File: config.mk
export PLATFORM = sky130hd
export DESIGN_NAME = matmul_ctrl
export DESIGN_NICKNAME = d
export VERILOG_FILES = /design/src/rtl/matmul_ctrl.sv
export SDC_FILE = /design/constraint.sdc
export NUM_CORES = 1
export LEC_CHECK = 0
export CAP_MARGIN = 20
export CORE_UTILIZATION = 39
export DETAILED_ROUTE_END_ITERATION = 16
export PLACE_DENSITY = 0.73
export SYNTH_ARGS = -nofsm -noshare
export SYNTH_HDL_FRONTEND = slang
export SYNTH_SLANG_ARGS = --single-unit
File: constraint.sdc
create_clock -name clk -period 3.4 [get_ports clk]
set_clock_uncertainty 0.2 [all_clocks]
set_input_delay 0.51 -clock clk [delete_from_list [all_inputs] [get_ports clk]]
set_output_delay 0.51 -clock clk [all_outputs]
set_load 0.02 [all_outputs]
File: src/rtl/matmul_ctrl.sv
// Sequencer for an X * A matrix product: walks (r, c, k), issues ROM/memory
// addresses, MAC accumulate/clear strobes and result writes, one element per N_K+2 cycles.
module matmul_ctrl #(
  parameter int N_K   = 8,
  parameter int N_ROW = 4,
  parameter int N_COL = 4
) (
  input  logic       clk,
  input  logic       rst,
  input  logic       start,
  input  logic       aload_done,
  output logic [4:0] a_addr,
  output logic [4:0] x_addr,
  output logic       mac_en,
  output logic       mac_clr,
  output logic       p_we,
  output logic [3:0] p_addr,
  output logic       busy,
  output logic       done
);

  localparam int KW = (N_K   > 1) ? $clog2(N_K)   : 1;
  localparam int RW = (N_ROW > 1) ? $clog2(N_ROW) : 1;
  localparam int CW = (N_COL > 1) ? $clog2(N_COL) : 1;

  localparam logic [2:0] S_IDLE  = 3'd0;
  localparam logic [2:0] S_WAIT  = 3'd1;
  localparam logic [2:0] S_RUN   = 3'd2;
  localparam logic [2:0] S_DRAIN = 3'd3;
  localparam logic [2:0] S_WRITE = 3'd4;
  localparam logic [2:0] S_FIN   = 3'd5;

  logic [2:0]    state;
  logic [KW-1:0] k;
  logic [RW-1:0] r;
  logic [CW-1:0] c;
  logic [4:0]    a_calc, x_calc, a_hold, x_hold;

  assign a_calc = 5'(int'(c) * N_K + int'(k));
  assign x_calc = 5'(int'(r) * N_K + int'(k));

  // Addresses follow the counters during RUN and otherwise hold the last issued pair.
  assign a_addr = (state == S_RUN) ? a_calc : a_hold;
  assign x_addr = (state == S_RUN) ? x_calc : x_hold;
  assign p_addr = 4'(int'(r) * N_COL + int'(c));
  assign p_we   = (state == S_WRITE);
  assign busy   = (state != S_IDLE);
  assign done   = (state == S_FIN);

  always_ff @(posedge clk) begin
    if (rst) begin
      state   <= S_IDLE;
      k       <= '0;
      r       <= '0;
      c       <= '0;
      a_hold  <= '0;
      x_hold  <= '0;
      mac_en  <= 1'b0;
      mac_clr <= 1'b0;
    end else begin
      // One-cycle read latency: the strobe trails the address by a cycle.
      mac_en  <= (state == S_RUN);
      mac_clr <= (state == S_RUN) && (k == '0);
      case (state)
        S_IDLE: begin
          if (start) begin
            state <= aload_done ? S_RUN : S_WAIT;
            k <= '0;
            r <= '0;
            c <= '0;
          end
        end
        S_WAIT: begin
          if (aload_done) begin
            state <= S_RUN;
            k <= '0;
            r <= '0;
            c <= '0;
          end
        end
        S_RUN: begin
          a_hold <= a_calc;
          x_hold <= x_calc;
          if (k == KW'(N_K - 1)) state <= S_DRAIN;
          else                   k <= k + 1'b1;
        end
        S_DRAIN: state <= S_WRITE;
        S_WRITE: begin
          k <= '0;
          if (c < CW'(N_COL - 1)) begin
            c     <= c + 1'b1;
            state <= S_RUN;
          end else if (r < RW'(N_ROW - 1)) begin
            c     <= '0;
            r     <= r + 1'b1;
            state <= S_RUN;
          end else begin
            state <= S_FIN;
          end
        end
        S_FIN:   state <= S_IDLE;
        default: state <= S_IDLE;
      endcase
    end
  end

endmodule

==> flow_summary_export.csv, run 1 <==
group,metric,value,unit
clock_tree,clockBufferDepth,2,
clock_tree,clock_latency,0.30,ns
layout,finish.utilization,52.7,%
layout,nFillCells,240,
route,wl_per_cell,11.7,um
layout,final_common_cell,"nand2_1",
route,totalWireLength,2080,um
global_routing,grt_util_met3,3.39,%
timing,setup_slack,0.375,ns
critical_path,critical-path-slowest-cell,"dfxtp_1",
floorplan,rows,18,
timing,hold_viol,0,
timing,worstMarginPinSlew,0.773,ns
critical_path,worstSetupPathType,"flop to output pin",
synthesis,syn_area_per_cell,8.22,um^2
pwr,power.leakage,0.537,nW
global_routing,grtUsageMet1,22.1,%
global_routing,grt_use_met2,25.2,%
route,viasPerCell,5.30,
min_path,holdCritPathClass,"flop to flop",
global_routing,grt_max_degree,23,
clock_tree,cts_hold_buf,0,
global_routing,track_usage,16.4,%
critical_path,crit_arrival,2.32,ns
pwr,ir_drop,291,uV
timing,setup_tns,0,ns
clock_tree,cts_tree,"built",
timing,fin_hold_ws,0.274,ns
layout,layout-drive-gt1-share,6.80,%
clock_tree,htree_num_levels,1,
layout,insertedDiodeCount,0,
route,drc_errors,0,
floorplan,initial_core_util,42.1,%
critical_path,worstSetupStartpointType,"flop",
route,postRouteAntennaNets,0,
synthesis,synth-edff-count,0,
layout,seq_area,440,um^2
pwr,report.power.total,0.000604,W
route,drtIter0Drc,10,
synthesis,synth_area,0.00106,mm^2
timing,setup_violations,0,
clock_tree,cts_num_sinks,22,
clock_tree,cts_buffers,3,
layout,multi_input_area,563,um^2
global_routing,antenna_found_initial,0,
placement,post-place-ws,0.758,ns
synthesis,seq_area_frac_synth,41.5,%
synthesis,ys_async_sr_fraction,0,%
timing,period_share,89.0,%
global_routing,gr-total-overflow,0,
critical_path,crit_chain,"nand2b_1, nor2_2, nand2_1, nand2_1, clkdlybuf4s50_1",
timing,slew_violations,0,
timing,fin_crit,3.03,ns
timing,max_freq,0.331,GHz
layout,layout_common_cells,"nand2_1 (30), dfxtp_1 (22), clkdlybuf4s50_1 (22)",
critical_path,cpMostUsedCell,"nand2_1",
pwr,p_per_area,454,mW/mm^2
critical_path,worstPathMaxFanout,16,
floorplan,die_x,54.2,um
layout,final_nets,158,
clock_tree,post_cts_resized,0,
synthesis,ys_types,33,
global_routing,grt_pass1_vias,807,
global_routing,gr-max-usage-layer,"met2",
placement,hpwl,1470,um
status,status,"finished, final reports clean",
timing,rsz0062_at_grt,"false",
route,drtPass1Iterations,4,
floorplan,io_pins,23,
placement,gp_congestion,0.874,
route,vias,938,
critical_path,critPathMaxStageDelay,0.62,ns
job,maxCapViolations,0,
floorplan,core-area,0.00252,mm^2
clock_tree,path_clk_slew,0.12,ns
synthesis,yosys_warnings,0,
global_routing,grt_pass1_wl,3440,um
placement,io_buffers,22,
clock_tree,cts-root-buf,"clkbuf_4",
critical_path,endpoint_kind,"output pin",
synthesis,syn-num-nets,139,
synthesis,synth_flop_cell,"dfxtp_1",
clock_tree,cts_setup_buffers,0,
critical_path,crit_required,2.69,ns
synthesis,yosys_register_bits,22,
layout,area_growth,25.2,%
timing,relSlewSlack,48.3,%
synthesis,synthCells,129,
floorplan,fp.dieH,54.2,um
floorplan,die_area,0.00293,mm^2
[path summary, 6_finish.rpt]
| path | startpoint | cells past startpoint | endpoint | slack [ns] |
|---|---|---|---|---|
| setup reg to reg | k[0] | 6 | k[0] | 1.47 |
| setup / recovery | state[1] | 5 | x_addr[1] | 0.37 |
| hold / removal | a_hold[0] | 2 | a_hold[0] | 0.27 |
| hold reg to reg | a_hold[0] | 2 | a_hold[0] | 0.27 |
[sequential cells by signal, indices dropped and copies added (netlist names)]
register	count
mac_en	1
mac_clr	1
r	2
x_hold	5
state	3
k	3
c	2
a_hold	5
[routing by layer]
layer | wire [um] | share of wire, %
met4 | 15 | 0.72
met3 | 79 | 3.8
met2 | 1000 | 48
met1 | 980 | 47
met5 | 0 | 0
[cells by family (layout without fill, tap and decap cells)]
group / Yosys count / after routing / synth area share [%]
buf+inv: 12 / 30 / 5.42
compound gates: 33 / 33 / 19.3
mux: 2 / 2 / 2.12
simple gates: 54 / 54 / 24.5
fa+ha+maj: 6 / 6 / 7.08
flops: 22 / 22 / 41.5
[worst max-delay path, delay by kind of cell, from the launching register on]
kind                   cells  cell delay [ns]
AND/OR/NAND/NOR            4             0.79
flip-flops                 1             0.62
buffers and inverters      1             0.60
[area by class of cell]
| type | instances | area share, % |
|---|---|---|
| Timing Repair Buffer | 22 | 16.6 |
| Tap cell | 30 | 2.82 |
| Inverter | 4 | 1.13 |
| Sequential cell | 22 | 33.1 |
| Multi-Input combinational cell | 95 | 42.4 |
| Clock buffer | 3 | 1.69 |
| Clock inverter | 1 | 2.26 |
[power breakdown]
part / leakage (nW) / internal [W] / switching [W] / total (W)
clock network: 0.0279 / 0.000119 / 0.0000793 / 0.000198
registers: 0.178 / 0.000268 / 0.0000194 / 0.000288
logic: 0.331 / 0.0000500 / 0.0000677 / 0.000118
total: 0.537 / 0.000437 / 0.000166 / 0.000604
[synthesized netlist by cell type, types with 3 or more instances]
cell      count  area [um^2]
nor2_1        8         30.0
nand2_1      30          113
a22o_1        3         26.3
inv_1         3         11.3
ha_1          6         75.1
a21oi_1      16         80.1
nand3_1       3         15.0
nand2b_1      3         18.8
buf_2         4         20.0
o21ai_1       4         20.0
dfxtp_1      22          440
[per-stage QoR]
| stage | instance area [um^2] | instances |
|---|---|---|
| 6_report | 1330 | 177 |
| 5_1_grt | 1330 | 177 |
| 4_1_cts | 1330 | 177 |
| 3_5_place_dp | 1280 | 173 |
| 3_3_place_gp | 1280 | 173 |
| 2_1_floorplan | 1060 | 129 |
No activity file was read; power rests on OpenSTA's default activity.
==> inputs of run 2 (changes only) <==
--- a/config.mk
+++ b/config.mk
@@ -8,6 +8,7 @@
 export CAP_MARGIN = 20
 export CORE_UTILIZATION = 39
 export DETAILED_ROUTE_END_ITERATION = 16
+export HOLD_SLACK_MARGIN = 0.15
 export PLACE_DENSITY = 0.73
 export SYNTH_ARGS = -nofsm -noshare
 export SYNTH_HDL_FRONTEND = slang
==> results of run 2 <==
Final layout, timing and power as in run 1 (identical DEF).
